### config.mk
export PLATFORM = sky130hd
export DESIGN_NAME = gen1_tx_os_scheduler_flat
export DESIGN_NICKNAME = d
export VERILOG_FILES = /design/src/rtl/gen1_tx_os_scheduler_pkg.sv /design/src/rtl/gen1_tx_os_scheduler_if.sv /design/src/rtl/gen1_tx_os_scheduler_skp_interval_timer.sv /design/src/rtl/gen1_tx_os_scheduler.sv /design/src/flat_wrapper.sv
export SDC_FILE = /design/constraint.sdc
export NUM_CORES = 1
export LEC_CHECK = 0
export ABC_AREA = 1
export BUFFER_PORTS_ARGS = -buffer_cell sky130_fd_sc_hd__clkbuf_2
export CORE_MARGIN = 10
export CORE_UTILIZATION = 58
export DETAILED_ROUTE_END_ITERATION = 10
export PLACE_DENSITY = 0.9
export SLEW_MARGIN = 20
export SYNTH_ARGS = -nofsm -noshare
export SYNTH_HDL_FRONTEND = slang
export SYNTH_SLANG_ARGS = --single-unit
### constraint.sdc
create_clock -name clk_i -period 6.05 [get_ports clk_i]
set_input_delay 1.21 -clock clk_i [delete_from_list [all_inputs] [get_ports clk_i]]
set_output_delay 1.21 -clock clk_i [all_outputs]
set_load 0.05 [all_outputs]
### src/rtl/gen1_tx_os_scheduler_pkg.sv
`default_nettype none
// ============================================================================
// Module   : gen1_tx_os_scheduler_pkg
// Purpose  : Shared symbols, state encoding and beat-formatting helpers for
//            the Gen1/Gen2 transmit ordered-set scheduler.
// Contents : c_COM / c_SKP / c_IDL_DATA symbol constants, tx_sched_state_e,
//            tx_beat_t, bytes_per_cycle(), skp_os_beat(), mask_beat().
// Revision : 1.0 - initial release
// ============================================================================
package gen1_tx_os_scheduler_pkg;

    localparam logic [7:0] c_COM      = 8'hBC;
    localparam logic [7:0] c_SKP      = 8'h1C;
    localparam logic [7:0] c_IDL_DATA = 8'h00;

    typedef enum logic [1:0] {
        IDLE   = 2'd0,
        PKT    = 2'd1,
        SKP_OS = 2'd2
    } tx_sched_state_e;

    typedef struct packed {
        logic [3:0]  k;
        logic [31:0] data;
    } tx_beat_t;

    // PIPE width 8/16/32 maps to 1/2/4 bytes per cycle (width >> 3).
    function automatic logic [2:0] bytes_per_cycle(input logic [5:0] pipe_width);
        return pipe_width[5:3];
    endfunction

    // One beat of the COM + 3xSKP ordered set. Symbol index within the set is
    // idx*bpc + lane; symbol 0 is COM, the rest SKP. Unused lanes stay zero.
    function automatic tx_beat_t skp_os_beat(input logic [2:0] bpc, input logic [1:0] idx);
        tx_beat_t beat;
        int       sym;
        beat = '0;
        for (int j = 0; j < 4; j++) begin
            if (j < int'(bpc)) begin
                sym                = int'(idx) * int'(bpc) + j;
                beat.data[8*j +: 8] = (sym == 0) ? c_COM : c_SKP;
                beat.k[j]          = 1'b1;
            end
        end
        return beat;
    endfunction

    // Pass only the lanes that exist at the current PIPE width.
    function automatic tx_beat_t mask_beat(input logic [2:0] bpc, input logic [31:0] data,
                                           input logic [3:0] k);
        tx_beat_t beat;
        beat = '0;
        for (int j = 0; j < 4; j++) begin
            if (j < int'(bpc)) begin
                beat.data[8*j +: 8] = data[8*j +: 8];
                beat.k[j]          = k[j];
            end
        end
        return beat;
    endfunction

endpackage
`default_nettype wire

### src/rtl/gen1_tx_os_scheduler_if.sv
`default_nettype none
// ============================================================================
// Module   : gen1_tx_os_scheduler_if
// Purpose  : Upstream packet-beat handshake into the TX ordered-set scheduler.
// Signals  : tx_data[31:0] (byte0 in [7:0]), tx_data_k[3:0], tx_valid,
//            tx_last, tx_ready (beat accepted on tx_valid && tx_ready).
// Modports : master - link layer source, slave - scheduler.
// Revision : 1.0 - initial release
// ============================================================================
interface gen1_tx_os_scheduler_if;
    logic [31:0] tx_data;
    logic [3:0]  tx_data_k;
    logic        tx_valid;
    logic        tx_last;
    logic        tx_ready;

    modport master (output tx_data, tx_data_k, tx_valid, tx_last, input tx_ready);
    modport slave  (input tx_data, tx_data_k, tx_valid, tx_last, output tx_ready);
endinterface
`default_nettype wire

### src/rtl/gen1_tx_os_scheduler_skp_interval_timer.sv
`default_nettype none
// ============================================================================
// Module   : gen1_tx_os_scheduler_skp_interval_timer
// Purpose  : SKP interval accumulator with remainder carry-over, saturating
//            pending-SKP counter and sticky overflow flag.
// Ports    : clk_i, rst_ni, link_up_i (low = flush), skp_disable_i,
//            bpc_i (bytes per cycle), skp_start_i (scheduler consumes one),
//            skp_pending_o, skp_overflow_o.
// Revision : 1.0 - initial release
// ============================================================================
module gen1_tx_os_scheduler_skp_interval_timer #(
    parameter int SKP_INTERVAL = 1180,
    parameter int MAX_PENDING  = 3
) (
    input  wire logic       clk_i,
    input  wire logic       rst_ni,
    input  wire logic       link_up_i,
    input  wire logic       skp_disable_i,
    input  wire logic [2:0] bpc_i,
    input  wire logic       skp_start_i,
    output logic [2:0]      skp_pending_o,
    output logic            skp_overflow_o
);

    localparam logic [12:0] c_INTERVAL = 13'(SKP_INTERVAL);
    localparam logic [2:0]  c_MAX      = 3'(MAX_PENDING);

    logic [12:0] r_timer;
    logic [2:0]  r_pending;
    logic        r_overflow;

    logic        w_enable;
    logic [12:0] w_sum;
    logic        w_event;

    assign w_enable = link_up_i && !skp_disable_i;
    assign w_sum    = r_timer + 13'(bpc_i);
    assign w_event  = w_enable && (w_sum >= c_INTERVAL);

    always_ff @(posedge clk_i or negedge rst_ni) begin
        if (!rst_ni) begin
            r_timer    <= '0;
            r_pending  <= '0;
            r_overflow <= 1'b0;
        end else if (!link_up_i) begin
            r_timer   <= '0;
            r_pending <= '0;
        end else begin
            if (w_enable) begin
                r_timer <= w_event ? (w_sum - c_INTERVAL) : w_sum;
            end
            // An event that coincides with a start nets to zero; no count is
            // lost then, so only an unmatched event at saturation overflows.
            if (w_event && !skp_start_i) begin
                if (r_pending == c_MAX) begin
                    r_overflow <= 1'b1;
                end else begin
                    r_pending <= r_pending + 3'd1;
                end
            end else if (!w_event && skp_start_i) begin
                r_pending <= r_pending - 3'd1;
            end
        end
    end

    assign skp_pending_o  = r_pending;
    assign skp_overflow_o = r_overflow;

endmodule
`default_nettype wire

### src/rtl/gen1_tx_os_scheduler.sv
`default_nettype none
// ============================================================================
// Module   : gen1_tx_os_scheduler
// Purpose  : Per-lane arbiter feeding gen1_scramble: upstream packet beats,
//            periodic SKP ordered sets (inserted only at packet boundaries)
//            and logical idle, as a registered continuous stream.
// Ports    : clk_i, rst_ni (async, active low), pipe_width_i (8/16/32),
//            link_up_i, skp_disable_i, tx_if (slave beat handshake),
//            data_out_o/data_k_out_o/data_valid_o (to scrambler),
//            skp_sent_o, skp_pending_o, skp_overflow_o, tx_underrun_o.
// Revision : 1.0 - initial release
// ============================================================================
module gen1_tx_os_scheduler
    import gen1_tx_os_scheduler_pkg::*;
#(
    parameter int SKP_INTERVAL = 1180,
    parameter int MAX_PENDING  = 3
) (
    input  wire logic             clk_i,
    input  wire logic             rst_ni,
    input  wire logic [5:0]       pipe_width_i,
    input  wire logic             link_up_i,
    input  wire logic             skp_disable_i,
    gen1_tx_os_scheduler_if.slave tx_if,
    output logic [31:0]           data_out_o,
    output logic [3:0]            data_k_out_o,
    output logic                  data_valid_o,
    output logic                  skp_sent_o,
    output logic [2:0]            skp_pending_o,
    output logic                  skp_overflow_o,
    output logic                  tx_underrun_o
);

    tx_sched_state_e r_state, w_state_nxt;
    logic [1:0]      r_beat_cnt, w_beat_cnt_nxt;
    logic [31:0]     r_data;
    logic [3:0]      r_k;
    logic            r_valid, r_skp_sent, r_underrun;

    logic [2:0]      w_bpc;
    logic [1:0]      w_last_idx;
    logic [2:0]      w_pending;
    logic            w_ready, w_accept, w_skp_start, w_skp_sent, w_underrun;
    tx_beat_t        w_beat, w_pkt_beat, w_os_beat;

    assign w_bpc      = bytes_per_cycle(pipe_width_i);
    assign w_pkt_beat = mask_beat(w_bpc, tx_if.tx_data, tx_if.tx_data_k);
    assign w_os_beat  = skp_os_beat(w_bpc, r_beat_cnt);

    // Final beat index of the 4-symbol set: 4/bpc - 1.
    always_comb begin
        case (w_bpc)
            3'd4:    w_last_idx = 2'd0;
            3'd2:    w_last_idx = 2'd1;
            default: w_last_idx = 2'd3;
        endcase
    end

    // A pending SKP in IDLE outranks a waiting beat, so ready drops then.
    assign w_ready      = link_up_i && ((r_state == PKT) || ((r_state == IDLE) && (w_pending == 3'd0)));
    assign w_accept     = tx_if.tx_valid && w_ready;
    assign tx_if.tx_ready = w_ready;

    gen1_tx_os_scheduler_skp_interval_timer #(
        .SKP_INTERVAL (SKP_INTERVAL),
        .MAX_PENDING  (MAX_PENDING)
    ) u_skp_timer (
        .clk_i          (clk_i),
        .rst_ni         (rst_ni),
        .link_up_i      (link_up_i),
        .skp_disable_i  (skp_disable_i),
        .bpc_i          (w_bpc),
        .skp_start_i    (w_skp_start),
        .skp_pending_o  (w_pending),
        .skp_overflow_o (skp_overflow_o)
    );

    always_comb begin
        w_state_nxt    = r_state;
        w_beat_cnt_nxt = r_beat_cnt;
        w_beat.data    = {4{c_IDL_DATA}};
        w_beat.k       = 4'h0;
        w_skp_start    = 1'b0;
        w_skp_sent     = 1'b0;
        w_underrun     = 1'b0;

        case (r_state)
            IDLE: begin
                if (w_pending != 3'd0) begin
                    w_state_nxt    = SKP_OS;
                    w_beat_cnt_nxt = 2'd0;
                    w_skp_start    = 1'b1;
                end else if (w_accept) begin
                    w_beat = w_pkt_beat;
                    if (!tx_if.tx_last) begin
                        w_state_nxt = PKT;
                    end
                end
            end
            PKT: begin
                if (w_accept) begin
                    w_beat = w_pkt_beat;
                    if (tx_if.tx_last) begin
                        if (w_pending != 3'd0) begin
                            w_state_nxt    = SKP_OS;
                            w_beat_cnt_nxt = 2'd0;
                            w_skp_start    = 1'b1;
                        end else begin
                            w_state_nxt = IDLE;
                        end
                    end
                end else begin
                    w_underrun = 1'b1;
                end
            end
            SKP_OS: begin
                w_beat = w_os_beat;
                if (r_beat_cnt == w_last_idx) begin
                    w_skp_sent = 1'b1;
                    if (w_pending != 3'd0) begin
                        w_beat_cnt_nxt = 2'd0;
                        w_skp_start    = 1'b1;
                    end else begin
                        w_state_nxt = IDLE;
                    end
                end else begin
                    w_beat_cnt_nxt = r_beat_cnt + 2'd1;
                end
            end
            default: begin
                w_state_nxt = IDLE;
            end
        endcase

        // Link down flushes everything: partial packets and sets are dropped.
        if (!link_up_i) begin
            w_state_nxt    = IDLE;
            w_beat_cnt_nxt = 2'd0;
            w_beat         = '0;
            w_skp_start    = 1'b0;
            w_skp_sent     = 1'b0;
            w_underrun     = 1'b0;
        end
    end

    always_ff @(posedge clk_i or negedge rst_ni) begin
        if (!rst_ni) begin
            r_state    <= IDLE;
            r_beat_cnt <= 2'd0;
            r_data     <= '0;
            r_k        <= '0;
            r_valid    <= 1'b0;
            r_skp_sent <= 1'b0;
            r_underrun <= 1'b0;
        end else begin
            r_state    <= w_state_nxt;
            r_beat_cnt <= w_beat_cnt_nxt;
            r_data     <= w_beat.data;
            r_k        <= w_beat.k;
            r_valid    <= link_up_i;
            r_skp_sent <= w_skp_sent;
            r_underrun <= w_underrun;
        end
    end

    assign data_out_o    = r_data;
    assign data_k_out_o  = r_k;
    assign data_valid_o  = r_valid;
    assign skp_sent_o    = r_skp_sent;
    assign skp_pending_o = w_pending;
    assign tx_underrun_o = r_underrun;

endmodule
`default_nettype wire

### src/flat_wrapper.sv
// flat-port wrapper written by rule: the top's interface ports become plain ports
module gen1_tx_os_scheduler_flat import gen1_tx_os_scheduler_pkg::*;
#(
    parameter int SKP_INTERVAL = 1180,
    parameter int MAX_PENDING  = 3
)
  (clk_i, rst_ni, pipe_width_i, link_up_i, skp_disable_i, data_out_o, data_k_out_o, data_valid_o, skp_sent_o, skp_pending_o, skp_overflow_o, tx_underrun_o, tx_if_tx_data, tx_if_tx_data_k, tx_if_tx_valid, tx_if_tx_last, tx_if_tx_ready);
  gen1_tx_os_scheduler_if tx_if_i ();
  input  wire logic clk_i;
  input  wire logic rst_ni;
  input  wire logic [5:0] pipe_width_i;
  input  wire logic link_up_i;
  input  wire logic skp_disable_i;
  output logic [31:0] data_out_o;
  output logic [3:0] data_k_out_o;
  output logic data_valid_o;
  output logic skp_sent_o;
  output logic [2:0] skp_pending_o;
  output logic skp_overflow_o;
  output logic tx_underrun_o;
  input wire logic [$bits(tx_if_i.tx_data)-1:0] tx_if_tx_data;
  input wire logic [$bits(tx_if_i.tx_data_k)-1:0] tx_if_tx_data_k;
  input wire logic [$bits(tx_if_i.tx_valid)-1:0] tx_if_tx_valid;
  input wire logic [$bits(tx_if_i.tx_last)-1:0] tx_if_tx_last;
  output wire logic [$bits(tx_if_i.tx_ready)-1:0] tx_if_tx_ready;
  assign tx_if_i.tx_data = tx_if_tx_data;
  assign tx_if_i.tx_data_k = tx_if_tx_data_k;
  assign tx_if_i.tx_valid = tx_if_tx_valid;
  assign tx_if_i.tx_last = tx_if_tx_last;
  assign tx_if_tx_ready = tx_if_i.tx_ready;
  gen1_tx_os_scheduler #(.SKP_INTERVAL(SKP_INTERVAL), .MAX_PENDING(MAX_PENDING)) u_core (.clk_i(clk_i), .rst_ni(rst_ni), .pipe_width_i(pipe_width_i), .link_up_i(link_up_i), .skp_disable_i(skp_disable_i), .tx_if(tx_if_i), .data_out_o(data_out_o), .data_k_out_o(data_k_out_o), .data_valid_o(data_valid_o), .skp_sent_o(skp_sent_o), .skp_pending_o(skp_pending_o), .skp_overflow_o(skp_overflow_o), .tx_underrun_o(tx_underrun_o));
endmodule
==> impl_metrics.tcl, run 1 <==
set metrics [dict create \
    status "complete, no violations" \
    antenna_found_initial 0 \
    finalClockSkew_ns 0.00588 \
    drc 0 \
    min_path_type "flip-flop to flip-flop" \
    post-place-ws_ns 1.70 \
    period_share_pct 66.8 \
    cts_resized 0 \
    wl_per_cell_um 14.5 \
    drive_gt1_share_pct 25.4 \
    fmax_mhz 247 \
    reg2reg_to "u_core.u_skp_timer.skp_pending_o[2]$_DFFE_PN0P_" \
    path_cells "clkbuf_2 -> ha_1 -> inv_2 -> nand2_2 -> nand2_2 -> xor2_2 -> ha_1 -> nand3_1 -> nor2_1 -> nand3_1 -> nor2_2 -> nor2_4 -> nand2_4 -> nand3_4 -> inv_2 -> fa_1 -> nor2_1 -> nand3_1 -> nand2_1" \
    grt_max_degree 61 \
    required_ns 6.34 \
    hpwlAfterDp_um 7350 \
    async_flop_share_pct 100 \
    yosys.area.top_type "dfrtp_1" \
    die_y_um 98.6 \
    fin_setup_tns_ns 0 \
    leakage_nw 2.28 \
    synth_top_area_share_pct 41.9 \
    die_area_mm2 0.00972 \
    track_usage_pct 19.2 \
    cp_slowest_cell "ha_1" \
    cp-start-kind "input pin" \
    yosys_warnings 0 \
    syn-cell-area_mm2 0.00358 \
    rr_worst_depth 24 \
    portBuffers 88 \
    synth.area.top_cells "dfrtp_1 (42%), nand2_1 (13%), inv_1 (6.7%)" \
    report.final.slew_viol_count 0 \
    fin_crit_ns 4.04 \
    peakVddDrop_mv 0.239 \
    arrival_ns 4.33 \
    vias_per_cell 5.34 \
    clk_path_buf_depth 2 \
    num_antenna_cells 0 \
    ys.flop_type "dfrtp_1" \
    crit_path_start "pipe_width_i[5]" \
    slowest_delay_ns 0.42 \
    tightest_slew_ns 0.899 \
    cts_sinks 60 \
    tritoncts "yes" \
    ys_seq_area_share_pct 41.9 \
    drt-total-wl_um 9450 \
    cp-end-kind "flip-flop" \
    syn_avg_cell_area_um2 7.44 \
    syn2layout_area_growth_pct 18.7 \
    endpoint "u_core.u_skp_timer.skp_pending_o[1]$_DFFE_PN0P_" \
    reg2reg_slack_ns 2.71 \
    core_area_mm2 0.00596 \
    drtIter0Drc 187 \
    path_common_cell "nand3_1" \
    path_max_fanout 14 \
    num_io_pins 92 \
    synth_cells 481 \
    antenna_left 0 \
    synth.distinct_cells 37 \
    rr_startpoint "u_core.u_skp_timer.r_timer[0]$_DFFE_PN0P_" \
    synth_edf_count 0 \
    cts-htree-levels 3 \
    setup_viol 0 \
    maxCapViolations 0 \
    grt_pass1_wl_um 15800 \
    cts.clk_slew.worst_paths_ns 0.07 \
    route.vias.total 3486 \
    criticalPathCategory "input pin to flip-flop" \
    ctsHoldBuffers 0 \
    grt_pass1_vias 3467 \
    synth-seq-cells 60 \
    cts_buffers 9 \
    postCtsSetupBuffers 0 \
    gp_congestion 0.914 \
    final_nets 632 \
    clk_latency_ns 0.35 \
    drtPass1Iterations 4 \
    hold_viol_final 0 \
    setup_ws_ns 2.01 \
    root_buffer "clkbuf_8" \
    grt.overflow.total 0 \
    power.density_mw_per_mm2 346 \
    slew_headroom_pct 39.8 \
    die_w_um 98.6 \
    rows 28 \
    rsz0062_at_grt "false" \
    synth_nets 540 \
    start_util_pct 60.1 \
]
## routing by layer
layer	up-vias	wire length (µm)	GRT usage, %
met4	0	246	8.71
met1	1575	3770	23.4
met2	175	4430	30.6
met3	26	1010	6.01
met5	-	0	0
li1	1710	-	-
## synthesized netlist by cell type (7+ instances only)
master,instances
o21ai_1,8
nor2_1,53
inv_1,64
nand2_1,124
nand2_2,23
o21ai_0,11
nor3_1,7
ha_1,8
dfrtp_1,60
nand3_1,28
a21oi_1,38
## layout by cell type, fill, tap and decap left out, drive strengths merged, types with 3 or more instances in the layout
cell type,count
fa,3
nand2,148
inv,67
xor2,5
o21ai,20
clkinv,4
nor2,62
dfrtp,60
o211ai,3
a21oi,39
nand4,6
ha,8
nor3,8
nor4,4
clkbuf,99
nand3,30
## sequential cells by signal, summed over array words and instances (netlist names)
signal / count
u_core.data_out_o: 32
u_core.u_skp_timer.r_timer: 13
u_core.data_k_out_o: 4
u_core.u_skp_timer.skp_pending_o: 3
u_core.r_beat_cnt: 2
u_core.r_state: 2
u_core.data_valid_o: 1
u_core.skp_sent_o: 1
u_core.tx_underrun_o: 1
u_core.u_skp_timer.skp_overflow_o: 1
## worst max-delay path: cells and delay by family
kind,cells,cell delay (ns)
xor gates and xnor gates,1,0.21
adders and majority gates,3,1.07
buffers and inverters,3,0.41
and+or+nand+nor,12,1.42
## cells by family (layout without fill, tap and decap cells)
kind of cell	Yosys count	after routing	synth area share [%]
fa+ha+maj	11	11	4.47
xor+xnor	7	7	1.92
buf+inv	75	172	8.21
compound gates	69	69	10.6
flops	60	60	41.9
simple gates	259	259	32.9
## worst min-delay path by stage
stage,cells after the start,slack (ns),end,start
floorplan,1,0.46,u_core.skp_sent_o$_DFF_PN0_,u_core.r_state[0]$_DFFE_PN0P_
global placement,1,0.45,u_core.u_skp_timer.skp_overflow_o$_DFFE_PN0P_,u_core.u_skp_timer.skp_overflow_o$_DFFE_PN0P_
detailed placement,1,0.46,u_core.u_skp_timer.skp_overflow_o$_DFFE_PN0P_,u_core.u_skp_timer.skp_overflow_o$_DFFE_PN0P_
CTS,1,0.48,u_core.u_skp_timer.skp_overflow_o$_DFFE_PN0P_,u_core.u_skp_timer.skp_overflow_o$_DFFE_PN0P_
global route,1,0.50,u_core.u_skp_timer.skp_overflow_o$_DFFE_PN0P_,u_core.u_skp_timer.skp_overflow_o$_DFFE_PN0P_
finish,1,0.48,u_core.u_skp_timer.skp_overflow_o$_DFFE_PN0P_,u_core.u_skp_timer.skp_overflow_o$_DFFE_PN0P_
## power breakdown
part | internal (mW) | switching, mW | leakage, nW
Combinational | 0.169 | 0.480 | 1.38
Sequential | 0.466 | 0.0429 | 0.816
Clock | 0.157 | 0.156 | 0.0889
Total | 0.791 | 0.680 | 2.28
## final cells by class
cell class,count,area (µm²)
Clock buffer,11,141
Clock inverter,5,27.5
Fill cell,481,1710
Inverter,67,251
Multi-Input combinational cell,346,1790
Sequential cell,60,1500
Tap cell,75,93.8
Timing Repair Buffer,89,448
## stage by stage
step | area [µm²] | hold slack, ns | util [%] | power [mW] | std cells
finish | 4250 | 0.476 | 71.3 | 1.47 | 653
global placement | 4080 | 0.450 | 68.5 | 1.13 | 637
CTS | 4250 | 0.478 | 71.3 | 1.47 | 653
floorplan | 3580 | 0.457 | - | 1.00 | 481
global route | 4250 | 0.505 | 71.3 | 1.57 | 653
detailed placement | 4080 | 0.460 | 68.5 | 1.16 | 637
(Power assumes the default switching activity.)
==> inputs of run 2 (changes only) <==
--- a/config.mk
+++ b/config.mk
@@ -8,9 +8,9 @@
 export ABC_AREA = 1
 export BUFFER_PORTS_ARGS = -buffer_cell sky130_fd_sc_hd__clkbuf_2
 export CORE_MARGIN = 10
-export CORE_UTILIZATION = 58
+export CORE_UTILIZATION = 53
 export DETAILED_ROUTE_END_ITERATION = 10
-export PLACE_DENSITY = 0.9
+export PLACE_DENSITY = 0.84
 export SLEW_MARGIN = 20
 export SYNTH_ARGS = -nofsm -noshare
 export SYNTH_HDL_FRONTEND = slang
==> constraint.sdc (replaced) <==
create_clock -name clk_i -period 3.85 [get_ports clk_i]
set_input_delay 0.77 -clock clk_i [delete_from_list [all_inputs] [get_ports clk_i]]
set_output_delay 0.77 -clock clk_i [all_outputs]
set_load 0.05 [all_outputs]
==> impl_metrics.tcl, run 2 (synthesized netlist as in run 1, its figures left out) <==
set metrics [dict create \
    cp_num_buf_inv 5 \
    final_nets 637 \
    rsz0062_at_grt "false" \
    cts.clk_slew.worst_paths_ns 0.08 \
    syn2layout_area_growth_pct 20.0 \
    die_area_mm2 0.0104 \
    status "complete, no violations" \
    report.final.slew_viol_count 0 \
    portBuffers 88 \
    crit_family "simple AND/OR/NAND/NOR gates" \
    cp_num_cells 25 \
    cts-htree-levels 3 \
    largest_reg_flops 32 \
    drtIter0Drc 292 \
    die_y_um 102 \
    whs_path_depth 1 \
    slowest_delay_ns 0.39 \
    hpwlAfterDp_um 7180 \
    gp_congestion 0.873 \
    path_common_cell "nand2_1" \
    fillers 573 \
    path_max_fanout 6 \
    vias_per_cell 5.29 \
    route.vias.total 3490 \
    drtPass1Iterations 5 \
    antenna_left 0 \
    arrival_ns 3.56 \
    reg2reg_slack_ns 0.67 \
    final_common_cell "nand2_1" \
    cp-end-kind "flip-flop" \
    rr_worst_depth 24 \
    drive_gt1_share_pct 26.2 \
    leakage_nw 2.31 \
    setup_viol 0 \
    cts_resized 0 \
    mostFrequentLayoutCells "nand2_1 (124), clkbuf_2 (88), inv_1 (64)" \
    maxCapViolations 0 \
    wl_per_cell_um 13.8 \
    root_buffer "clkbuf_8" \
    grt_pass1_vias 3353 \
    power.total_mw 2.33 \
    clk_path_buf_depth 2 \
    dp_cells 644 \
    die_w_um 102 \
    drc 0 \
    endpoint "u_core.u_skp_timer.skp_pending_o[2]$_DFFE_PN0P_" \
    tritoncts "yes" \
    rr_startpoint "u_core.u_skp_timer.r_timer[0]$_DFFE_PN0P_" \
    postCtsSetupBuffers 0 \
    track_usage_pct 17.5 \
    regArea_mm2 0.00150 \
    period_share_pct 86.4 \
    slew_headroom_pct 51.8 \
    clk_latency_ns 0.34 \
    num_antenna_cells 0 \
    rows 29 \
    fmax_mhz 301 \
    power.density_mw_per_mm2 542 \
    grt_max_degree 32 \
    required_ns 4.09 \
    tightest_slew_ns 0.723 \
    num_io_pins 92 \
    final_cells 660 \
    cp_slowest_cell "fa_1" \
    cp-start-kind "input pin" \
    reg2reg_to "u_core.u_skp_timer.skp_pending_o[2]$_DFFE_PN0P_" \
    grt.overflow.total 0 \
    core_area_mm2 0.00646 \
    grt_pass1_wl_um 14800 \
    multi_input_area_mm2 0.00179 \
    hold_viol_final 0 \
    cts_buffers 9 \
    cts_sinks 60 \
    antenna_found_initial 0 \
    fin_crit_ns 3.33 \
    start_util_pct 55.4 \
    finalClockSkew_ns 0.0127 \
    peakVddDrop_mv 0.359 \
    ctsHoldBuffers 0 \
    criticalPathCategory "input pin to flip-flop" \
    crit_path_start "pipe_width_i[3]" \
    fin_setup_tns_ns 0 \
    drt-total-wl_um 9120 \
    min_path_type "flip-flop to flip-flop" \
]
==> run 2: cell count changes in the layout (fill, tap and decap cells not counted) <==
cell,previous run,this run
clkinv_2,4,3
clkinvlp_4,1,2
clkbuf_1,1,0
inv_6,0,1
buf_4,1,6
==> run 2: cell type report <==
cell class | count | share of cell area, %
Tap cell | 77 | 2.24
Clock inverter | 6 | 0.903
Clock buffer | 10 | 3.20
Inverter | 67 | 5.85
Timing Repair Buffer | 94 | 11.3
Multi-Input combinational cell | 346 | 41.6
Sequential cell | 60 | 34.9
==> run 2: stage by stage <==
step           utilization, %  setup WS (ns)  cell area, µm²  hold slack [ns]
3_5_place_dp             63.8          0.138            4120            0.452
5_1_grt                  66.5          0.242            4300            0.494
3_3_place_gp             63.8          0.253            4120            0.450
4_1_cts                  66.5          0.498            4300            0.472
2_1_floorplan               -          0.547            3580            0.457
6_report                 66.5          0.523            4300            0.464
==> run 2: routing by layer <==
| layer | global-route usage [%] | wire length (µm) |
|---|---|---|
| met5 | 0 | 0 |
| met4 | 5.10 | 114 |
| met3 | 5.67 | 892 |
| met2 | 29.8 | 4280 |
| met1 | 20.7 | 3840 |
==> run 2: worst min-delay path by stage <==
stage	to	slack (ns)	from
after floorplan	u_core.skp_sent_o$_DFF_PN0_	0.46	u_core.r_state[0]$_DFFE_PN0P_
after global placement	u_core.u_skp_timer.skp_overflow_o$_DFFE_PN0P_	0.45	u_core.u_skp_timer.skp_overflow_o$_DFFE_PN0P_
after detailed placement	u_core.u_skp_timer.skp_overflow_o$_DFFE_PN0P_	0.45	u_core.u_skp_timer.skp_overflow_o$_DFFE_PN0P_
after CTS	u_core.u_skp_timer.skp_overflow_o$_DFFE_PN0P_	0.47	u_core.u_skp_timer.skp_overflow_o$_DFFE_PN0P_
after global routing	u_core.u_skp_timer.skp_overflow_o$_DFFE_PN0P_	0.49	u_core.u_skp_timer.skp_overflow_o$_DFFE_PN0P_
final	u_core.u_skp_timer.skp_overflow_o$_DFFE_PN0P_	0.46	u_core.u_skp_timer.skp_overflow_o$_DFFE_PN0P_
==> run 2: where the power goes <==
group | total (mW) | switching (mW) | internal [mW]
Clock | 0.507 | 0.258 | 0.249
Sequential | 0.799 | 0.0670 | 0.732
Combinational | 1.02 | 0.752 | 0.272
